`config.mk`:
```
export PLATFORM = sky130hd
export DESIGN_NAME = if_fetch_unit
export DESIGN_NICKNAME = d
export VERILOG_FILES = /design/src/rtl/if_fetch_unit.sv
export SDC_FILE = /design/constraint.sdc
export NUM_CORES = 1
export LEC_CHECK = 0
export CORE_MARGIN = 1
export CORE_UTILIZATION = 32
export CTS_CLUSTER_DIAMETER = 50
export DETAILED_ROUTE_END_ITERATION = 8
export GPL_TIMING_DRIVEN = 0
export PLACE_DENSITY = 0.58
export REMOVE_ABC_BUFFERS = 1
export SETUP_SLACK_MARGIN = 0.15
export SLEW_MARGIN = 20
export SYNTH_ARGS = -nofsm -noshare
export SYNTH_HDL_FRONTEND = slang
export SYNTH_SLANG_ARGS = --single-unit
export TNS_END_PERCENT = 20
```
`constraint.sdc`:
```
create_clock -name clk_i -period 6.6 [get_ports clk_i]
set_clock_uncertainty 0.15 [all_clocks]
set_input_delay 0.66 -clock clk_i [delete_from_list [all_inputs] [get_ports clk_i]]
set_output_delay 0.66 -clock clk_i [all_outputs]
set_load 0.1 [all_outputs]
```
`src/rtl/if_fetch_unit.sv`:
```
// Instruction-fetch producer: owns the PC, issues single outstanding requests to
// instruction memory, and presents {pc_o, instr_o} to the IF/ID register each cycle.
// A returned instruction that cannot be consumed is parked in a one-entry buffer (HOLD);
// a redirect with a request still in flight drains that request in DISCARD.
module if_fetch_unit #(
    parameter logic [31:0] RESET_PC  = 32'h0000_0000,
    parameter logic [31:0] PC_STEP   = 32'd4,
    parameter logic [31:0] NOP_INSTR = 32'h0000_0000
) (
    input  logic        clk_i,
    input  logic        rst_i,
    input  logic        stall_i,
    input  logic        cpu_stall_i,
    input  logic        redirect_i,
    input  logic [31:0] redirect_pc_i,
    output logic        imem_req_o,
    output logic [31:0] imem_addr_o,
    input  logic        imem_ack_i,
    input  logic [31:0] imem_rdata_i,
    output logic [31:0] pc_o,
    output logic [31:0] instr_o,
    output logic        fetch_stall_o
);

    typedef enum logic [1:0] {
        IDLE    = 2'd0,
        FETCH   = 2'd1,
        DISCARD = 2'd2,
        HOLD    = 2'd3
    } state_t;

    state_t      state, state_n;
    logic [31:0] pc_q, pc_n;
    logic [31:0] req_addr_q, req_addr_n;
    logic [31:0] buf_q, buf_n;

    logic        valid;
    logic        redirect;
    logic        consume;
    logic [31:0] target_pc;
    logic [31:0] pc_next_seq;

    // Handshake qualifiers; a data-side stall freezes both redirect and consume.
    always_comb begin
        valid       = ((state == FETCH) && imem_ack_i) || (state == HOLD);
        redirect    = redirect_i && !cpu_stall_i;
        consume     = valid && !stall_i && !cpu_stall_i && !redirect;
        target_pc   = {redirect_pc_i[31:2], 2'b00};
        pc_next_seq = pc_q + PC_STEP;
    end

    // Outputs toward memory and the IF/ID register.
    always_comb begin
        imem_req_o    = (state == FETCH) || (state == DISCARD);
        imem_addr_o   = req_addr_q;
        pc_o          = pc_q;
        fetch_stall_o = !valid;
        if (state == HOLD)
            instr_o = buf_q;
        else if (valid)
            instr_o = imem_rdata_i;
        else
            instr_o = NOP_INSTR;
    end

    // Next-state logic: redirect beats consume beats capture.
    always_comb begin
        state_n    = state;
        pc_n       = pc_q;
        req_addr_n = req_addr_q;
        buf_n      = buf_q;
        case (state)
            IDLE: begin
                if (redirect) begin
                    pc_n       = target_pc;
                    req_addr_n = target_pc;
                end else begin
                    req_addr_n = pc_q;
                end
                state_n = FETCH;
            end
            FETCH: begin
                if (redirect) begin
                    pc_n = target_pc;
                    if (imem_ack_i) begin
                        state_n    = FETCH;
                        req_addr_n = target_pc;
                    end else begin
                        // Request still in flight: keep its address and drop its data.
                        state_n = DISCARD;
                    end
                end else if (consume) begin
                    pc_n       = pc_next_seq;
                    req_addr_n = pc_next_seq;
                    state_n    = FETCH;
                end else if (imem_ack_i) begin
                    buf_n   = imem_rdata_i;
                    state_n = HOLD;
                end
            end
            DISCARD: begin
                if (redirect) begin
                    pc_n = target_pc;
                    if (imem_ack_i) begin
                        state_n    = FETCH;
                        req_addr_n = target_pc;
                    end
                end else if (imem_ack_i) begin
                    state_n    = FETCH;
                    req_addr_n = pc_q;
                end
            end
            HOLD: begin
                if (redirect) begin
                    pc_n       = target_pc;
                    req_addr_n = target_pc;
                    state_n    = FETCH;
                end else if (consume) begin
                    pc_n       = pc_next_seq;
                    req_addr_n = pc_next_seq;
                    state_n    = FETCH;
                end
            end
            default: state_n = IDLE;
        endcase
    end

    // State and datapath registers; reset abandons any outstanding request.
    always_ff @(posedge clk_i or posedge rst_i) begin
        if (rst_i) begin
            state      <= IDLE;
            pc_q       <= RESET_PC;
            req_addr_q <= RESET_PC;
            buf_q      <= 32'h0;
        end else begin
            state      <= state_n;
            pc_q       <= pc_n;
            req_addr_q <= req_addr_n;
            buf_q      <= buf_n;
        end
    end

endmodule

```
==> summary.md <==
| Metric | Value |
|---|---|
| Max Fclk | 191.9 MHz |
| Antenna violations before repair | 0 |
| Final Non-Filler Cells | 1257 |
| Rows | 54 |
| Met3 global-route usage | 0.04310 |
| Comb power frac | 0.695 |
| Total Nets Final | 1047 |
| EDFF count, synth | 0 |
| Ratio of final minimum period to clock period | 0.7897 |
| Post-CTS setup buffers | 0 |
| R2r startpoint | state[0]$_DFFE_PP0P_ |
| Hold_buf cts | 0 |
| Psw | 3.178 mW |
| Distinct cells, synth | 64 |
| Mapped Area | 7312 um^2 |
| RSZ-0062 raised after global routing | no |
| Initial DRT Pass Iterations | 5 |
| Min-Delay Path Depth | 2 |
| Seq/Total Area, Yosys | 0.3354 |
| Crit Path Max Fanout | 51 |
| Sw frac | 0.5986 |
| Origin of the worst setup path | state[0]$_DFFE_PP0P_ |
| CP Capture Type | output port |
| Pin count of the biggest net entering global routing | 69 |
| Final setup viols | 0 |
| Die Height | 153.2 um |
| Setup ws final | 1.388 ns |
| Final Hold Vio Count | 0 |
| Hold crit path type | reg2reg |
| Met2 GRT Util | 0.3494 |
| Crit Path Class | reg2out |
| CP Data Arrival Time | 4.40 ns |
| Tightest Pin Transition | 1.042 ns |
| Clock transition at path regs | 0.08 ns |
| Worst r2r dst | imem_addr_o[23]$_DFFE_PP0P_ |
| Post-route antenna net violation count | 0 |
| Post-DR wirelength/cell | 20.61 um |
| TritonCTS buffer count | 9 |
| Drt total wl | 25900 um |
| Fin Hold WS | 0.3515 ns |
| Startpoint types | register |
| Clock sinks | 98 |
| Cells on worst reg2reg path | 8 |
| Synth warn | 0 |
| GR peak layer | met2 |
| Share of cells above drive strength 1 | 0.09724 |
| Vias/cell | 5.888 |
| I/O Pins | 168 |
| Tmin final | 5.212 ns |
| Met1 Use GR | 0.3032 |
| Cell Pwr Density | 565.7 nW/um^2 |
| CTS root buf | clkbuf_16 |
| CTS resizes | 0 |
| Htree depth | 3 |
| Initial Utilization | 0.3310 |
| Placed cell count | 1241 |
| DR DRC count | 0 |
| Top_reg_cell synth | dfrtp_1 |
| Core area | 22090 um^2 |
| Max-cap viol count | 0 |
| Part of the power in registers | 0.204 |
| Internal power | 2.131 mW |
| Global-route wire length before repair | 40020 um |
| Syn avg cell area | 8.347 um^2 |
| CTS tree | built |
| Initial DRC Count | 736 |
| Clock Path Buffers | 2 |
| Status | complete, no violations |
| Ant. Diodes | 0 |
| R2r setup slk | 2.55 ns |
| CP Data Required Time | 5.79 ns |
| Gate count of the mapped netlist | 876 |
| Async SR Flop Fraction | 1.000 |
| Clock power frac | 0.101 |
| DR vias | 7401 |
| Pins Over Slew Limit | 0 |
| IO Port Bufs | 165 |
| Peak supply drop | 326.8 uV |
| Die Wd | 153.2 um |
| Layout area overhead | 28.34% |
| Setup WS pre-CTS | 1.806 ns |
| GRT overflow | 0 |
| Gr usage total | 0.2186 |
| GPL Wtd Cong | 0.8336 |
| #FFs+latches synth | 98 |
| Placed wire-length estimate | 16750 um |
| Number of global-route vias before repair | 6770 |
| Static leakage | 3.494 nW |
| Fin util | 0.4247 |
| Rel. slew slack | 0.3035 |
| Full die area | 23460 um^2 |
| Clock Latency Late Sink | 0.37 ns |
| Worst Setup EP | instr_o[3] |
==> power by group through the flow <==
stage / clock network [mW] / registers, mW / logic (mW)
after CTS: 0.547 / 1.08 / 3.69
after global routing: 0.565 / 1.12 / 3.84
final: 0.535 / 1.09 / 3.69
after global placement: 0 / 1.08 / 3.66
after floorplan: 0 / 1.93 / 1.91
after detailed placement: 0 / 1.09 / 3.68
==> layout make-up <==
cell class | count | area, um^2
Clock buffer | 10 | 229.0
Clock inverter | 6 | 51.30
Fill cell | 2185 | 12710
Inverter | 16 | 65.06
Multi-Input combinational cell | 675 | 4438
Sequential cell | 98 | 2452
Tap cell | 280 | 350.3
Timing Repair Buffer | 172 | 1798
==> registers in the layout (all words and copies together), names as in the netlist <==
register     flops
pc_o            32
buf_q           32
imem_addr_o     32
state            2
==> through the flow <==
stage	TNS [ns]	power (mW)	instance area (um^2)
after floorplan	0	3.841	6895
after global placement	-46.01	4.742	8897
after detailed placement	0	4.775	9104
after CTS	0	5.319	9384
after global routing	0	5.529	9384
final	0	5.308	9384
==> synth_stat cells, types with 3 or more instances <==
master | instances | area (um^2)
o221a_2 | 4 | 45.04
mux2_2 | 47 | 529.3
dfrtp_1 | 98 | 2452
nor2_1 | 99 | 371.6
xnor2_1 | 21 | 183.9
nand4_1 | 11 | 68.82
buf_4 | 8 | 60.06
buf_1 | 10 | 37.54
inv_1 | 14 | 52.55
clkbuf_1 | 51 | 191.4
buf_2 | 10 | 50.05
o221ai_1 | 9 | 78.83
o21a_1 | 7 | 52.55
and2_1 | 4 | 25.02
nor4_1 | 10 | 62.56
nor3_1 | 21 | 105.1
nand2_1 | 66 | 247.7
a2bb2oi_1 | 18 | 157.7
nand2b_1 | 6 | 37.54
a211oi_1 | 14 | 105.1
mux2i_1 | 12 | 120.1
a21o_1 | 3 | 22.52
a22o_1 | 34 | 297.8
o21ai_0 | 60 | 300.3
and4_1 | 3 | 26.28
a31oi_1 | 13 | 81.33
or3_1 | 11 | 68.82
a21oi_1 | 50 | 250.2
o31a_1 | 9 | 78.83
buf_6 | 6 | 67.56
ha_1 | 5 | 62.56
nand3_1 | 25 | 125.1
xor2_1 | 9 | 78.83
o31ai_1 | 21 | 157.7
o22ai_1 | 29 | 181.4
o211ai_1 | 4 | 30.03
nor2b_1 | 13 | 81.33
or4_1 | 4 | 30.03
==> critical path, cell delays in order (launching register included) <==
cell and delay [ns]:
dfrtp_1 0.45, ha_4 0.65, clkinv_1 0.90, and3_2 0.76, a22o_1 0.28, clkdlybuf4s50_1 0.98
==> routing by layer <==
layer  up-vias  share of wire
met5         -              0
met4         0          0.011
met3        31          0.079
met2       347           0.46
met1      3565           0.45
li1       3458              -
==> kinds of logic after synthesis <==
family	Yosys count	synth area share
AOI/OAI and AO/OA	291	0.2724
and+or+nand+nor	290	0.1937
buffers and inverters	103	0.06520
DFF	98	0.3354
muxes	59	0.08881
xor gates and xnor gates	30	0.03594
adders and majority gates	5	0.008556
==> how the worst min path moves through the flow <==
stage / slack [ns] / end / startpoint
2_1_floorplan: 0.33 / buf_q[0]$_DFFE_PP0P_ / buf_q[0]$_DFFE_PP0P_
3_3_place_gp: 0.32 / pc_o[0]$_DFFE_PP0P_ / pc_o[0]$_DFFE_PP0P_
3_5_place_dp: 0.34 / pc_o[1]$_DFFE_PP0P_ / pc_o[1]$_DFFE_PP0P_
4_1_cts: 0.36 / pc_o[1]$_DFFE_PP0P_ / pc_o[1]$_DFFE_PP0P_
5_1_grt: 0.37 / buf_q[28]$_DFFE_PP0P_ / buf_q[28]$_DFFE_PP0P_
6_report: 0.35 / pc_o[1]$_DFFE_PP0P_ / pc_o[1]$_DFFE_PP0P_
==> cell usage in the layout (no fill, tap or decap), drive strengths merged, types with 21 or more instances in the layout <==
| master | n |
|---|---|
| nand3 | 25 |
| xnor2 | 21 |
| a21oi | 50 |
| o31ai | 21 |
| clkdlybuf4s50 | 164 |
| nor3 | 21 |
| o22ai | 29 |
| dfrtp | 98 |
| nand2 | 66 |
| a22o | 34 |
| mux2 | 47 |
| o21ai | 60 |
| nor2 | 99 |
Power figures use the tool's default switching activity.
==> edit 1, RTL diff (same settings) <==
Re-encode `state_t` (4 states) as one-hot, 4 bits wide.
--- a/src/rtl/if_fetch_unit.sv
+++ b/src/rtl/if_fetch_unit.sv
@@ -22,11 +22,11 @@
     output logic        fetch_stall_o
 );
 
-    typedef enum logic [1:0] {
-        IDLE    = 2'd0,
-        FETCH   = 2'd1,
-        DISCARD = 2'd2,
-        HOLD    = 2'd3
+    typedef enum logic [3:0] {
+        IDLE    = 4'b0001,
+        FETCH   = 4'b0010,
+        DISCARD = 4'b0100,
+        HOLD    = 4'b1000
     } state_t;
 
     state_t      state, state_n;
Formal check against the unedited RTL: same outputs for any inputs over 4 cycles, from zero or initial values and one cycle with rst_i high; so few cycles prove little.
==> edit 1 against the unedited design <==
- fmax is 17% higher
- highest routed layer unchanged
- hold slack worse by 13 ps
- largest cell class unchanged
- utilization is 1.5 points higher
- sequential share of layout area is 0.85 points higher
- routed wire length is 2.9% lower
- cell area is 1.1% lower
- setup slack better by 750 ps
- area after synthesis is 5.8% lower
- global-route usage is 1.1 points higher
- sequential cell count is 2 higher
Power is not shown: default switching activity piles up to over one toggle a cycle in this logic, so the estimate is an artifact.
==> edit 1: results (changes against the unedited design) <==
| Metric | Value |
|---|---|
| DP Area | 8960 sq um (was 9100 sq um) |
| Slew headroom | 0.265 (was 0.303) |
| Initial antenna violation count | 1 (was 0) |
| Commonest cells post-synth | a21oi_1 (107), dfrtp_1 (99), nand2_1 (68), nor2_1 (60), o21ai_0 (45) (was nor2_1 (99), dfrtp_1 (98), nand2_1 (66), o21ai_0 (60), clkbuf_1 (51)) |
| H-tree Lvls | 3 (unchanged) |
| Synth unique cells | 70 (was 64) |
| Iteration-0 DRC Markers | 594 (was 736) |
| RePlAce Congestion | 0.797 (was 0.834) |
| HPWL after DPL | 16.7 mm (about the same) |
| GR Util met1 | 0.309 (was 0.303) |
| FF-to-FF Start | state[0] (unchanged) |
| Fmax | 0.224 GHz (was 0.192 GHz) |
| Sequential area share after synthesis | 0.363 (was 0.335) |
| Vias in the first global route | 6774 (was 6770) |
| Hold Startpoint | buf_q[9] (was pc_o[1]) |
| Core Footprint | 21100 sq um (was 22100 sq um) |
| Total GRT Usage | 0.230 (was 0.219) |
| Synth top area cells | dfrtp_1 (36%), a21oi_1 (7.8%), a22o_1 (5.5%), mux2_1 (4.1%), nand2_1 (3.7%) (was dfrtp_1 (34%), mux2_2 (7.2%), nor2_1 (5.1%), o21ai_0 (4.1%), a22o_1 (4.1%)) |
| Worst Path Arrival | 3650 ps (was 4400 ps) |
| Status | finished clean (unchanged) |
| Met3 Track Usage GR | 0.0457 (was 0.0431) |
| Layout cells sized above 1 | 0.0772 (was 0.0972) |
| Post-Route WL | 25.1 mm (was 25.9 mm) |
| Pin count of the biggest net entering global routing | 64 (was 69) |
| Layout net count | 986 (was 1047) |
| Routing usage on met2 | 0.370 (was 0.349) |
| First-pass GRT wire length | 39.3 mm (was 40.0 mm) |
| Via/cell ratio | 5.91 (was 5.89) |
| Pins Over Slew Limit | 0 (unchanged) |
==> edit 1: final cells by class <==
class,instances,area [sq um],share of cell area
Inverter,10,42.5,0.00458
Timing Repair Buffer,182,1990,0.215
Sequential cell,100,2500,0.270
Tap cell,275,344,0.0371
Clock inverter,6,88.8,0.00957
Antenna cell,1,2.50,0.000270
Clock buffer,10,229,0.0247
Multi-Input combinational cell,612,4080,0.439
==> edit 1: path summary, 6_finish.rpt <==
check / to / cells after the start / slack (ps)
min in group asynchronous: buf_q[30] / 2 / 610
max reg2reg: imem_addr_o[26] / 7 / 2970
min reg2reg: buf_q[9] / 1 / 340
max in group asynchronous: state[0] / 3 / 5000
min: buf_q[9] / 1 / 340
max: fetch_stall_o / 6 / 2140
==> edit 1: kinds of logic (layout without fill, tap and decap cells) <==
logic type	after synthesis	after routing	share of synthesized area
buffers and inverters	90	208	0.0583
adders and majority gates	1	1	0.00182
and+or+nand+nor	205	205	0.148
AOI/OAI and AO/OA	336	336	0.326
other	0	1	0
xor gates and xnor gates	29	29	0.0369
muxes	41	41	0.0654
DFF	100	100	0.363
==> edit 1: critical path, stage by stage <==
cell and delay, ps:
clkdlybuf4s50_1 740, and3b_1 360, o21a_2 380, buf_16 250, inv_1 100, clkdlybuf4s50_1 1160
==> edit 1: per-stage QoR <==
step | setup WS, ps | std cells | util | TNS, ps
5_1_grt | 2030 | 1195 | 0.440 | 0
3_3_place_gp | -1230 | 1162 | 0.404 | -50310
6_report | 2140 | 1196 | 0.440 | 0
4_1_cts | 2130 | 1195 | 0.440 | 0
3_5_place_dp | 2130 | 1179 | 0.425 | 0
2_1_floorplan | 1660 | 722 | - | 0
==> edit 1: routing by layer <==
layer  vias up  wire length, um
met5         -                0
met4         0              416
met3        30             2140
met2       330            11500
met1      3438            11100
li1       3267                -
==> edit 2, RTL diff (same settings) <==
Without the edit above. `buf_q` no longer has a reset.
--- a/src/rtl/if_fetch_unit.sv
+++ b/src/rtl/if_fetch_unit.sv
@@ -131,13 +131,15 @@
             state      <= IDLE;
             pc_q       <= RESET_PC;
             req_addr_q <= RESET_PC;
-            buf_q      <= 32'h0;
         end else begin
             state      <= state_n;
             pc_q       <= pc_n;
             req_addr_q <= req_addr_n;
-            buf_q      <= buf_n;
         end
+    end
+
+    always_ff @(posedge clk_i) begin
+        buf_q <= buf_n;
     end
 
 endmodule
Formal check against the unedited RTL: same outputs for any inputs over 4 cycles, from zero or initial values and one cycle with rst_i high; that may be too few to reach the edited logic, so the function may still have changed.
==> edit 2 against the unedited design <==
- cell area rose by 0.85%
- hold slack got worse by 8.4 ps
- setup slack improved by 470 ps
- cell count fell by 1.0%
- routed wire length rose by 2.7%
- sequential cell count did not move
- area after synthesis rose by 0.75%
- critical endpoint is now instr_o[16]
Power is left out: the tool's default activity adds up to more than one toggle a clock period on the data nets, which glitch-free logic cannot reach.
==> edit 2: results (changes against the unedited design) <==
| Metric | Value |
|---|---|
| Status | finished clean (unchanged) |
| Routing usage on met2 | 0.352 (was 0.349) |
| Met3 Track Usage GR | 0.0341 (was 0.0431) |
| Slew headroom | 0.258 (was 0.303) |
| Commonest cells post-synth | o21ai_0 (86), nand2_1 (75), nor2_1 (75), dfrtp_1 (66), clkbuf_1 (55) (was nor2_1 (99), dfrtp_1 (98), nand2_1 (66), o21ai_0 (60), clkbuf_1 (51)) |
| First-pass GRT wire length | 42.0 mm (was 40.0 mm) |
| Sequential area share after synthesis | 0.355 (was 0.335) |
| Post-Route WL | 26.6 mm (was 25.9 mm) |
| EDFF count, synth | 32 (was 0) |
| Met2 wire length | 11.9 mm (was 11.8 mm) |
| XOR/XNOR Fraction of Synth Area | 0.0178 (was 0.0359) |
| Met3 wire len | 1.91 mm (was 2.04 mm) |
| Total GRT Usage | 0.225 (was 0.219) |
| Pin count of the biggest net entering global routing | 49 (was 69) |
| Iteration-0 DRC Markers | 730 (was 736) |
| CP max stage delay | 1140 ps (was 980 ps) |
| Post-synth ARST share | 0.673 (was 1.00) |
| Layout net count | 1029 (was 1047) |
| Post-synthesis mux area share | 0.0338 (was 0.0888) |
| GR Util met1 | 0.316 (was 0.303) |
| Wire length on met1 | 12.3 mm (was 11.7 mm) |
| Vias in the first global route | 7161 (was 6770) |
| Via/cell ratio | 6.09 (was 5.89) |
| Worst Path Arrival | 3940 ps (was 4400 ps) |
| Layout cells sized above 1 | 0.0792 (was 0.0972) |
| CP max FO | 32 (was 51) |
[edit 2: path summary, 6_finish.rpt]
path / end / depth (start not counted) / start
setup / recovery: instr_o[16] / 6 / state[1]
hold reg to reg: pc_o[1] / 2 / pc_o[1]
setup reg to reg: imem_addr_o[5] / 7 / state[1]
hold / removal: pc_o[1] / 2 / pc_o[1]
max in group asynchronous: imem_addr_o[31] / 3 / rst_i
min in group asynchronous: imem_addr_o[7] / 2 / rst_i
[edit 2: final cells by class]
type,count,area [sq um]
Inverter,16,62.6
Timing Repair Buffer,179,1890
Sequential cell,98,2610
Clock inverter,7,92.6
Clock buffer,9,225
Tap cell,285,357
Multi-Input combinational cell,650,4230
Fill cell,2272,13200
[edit 2: per-stage QoR]
stage          worst slack, ps  cells  hold slack [ps]  cell area (sq um)
6_report                  1850   1244              343               9460
5_1_grt                   1630   1244              399               9460
4_1_cts                   1810   1244              351               9460
3_5_place_dp              2190   1228              334               9150
3_3_place_gp             -3560   1214              327               8820
2_1_floorplan             1410    764              389               6810
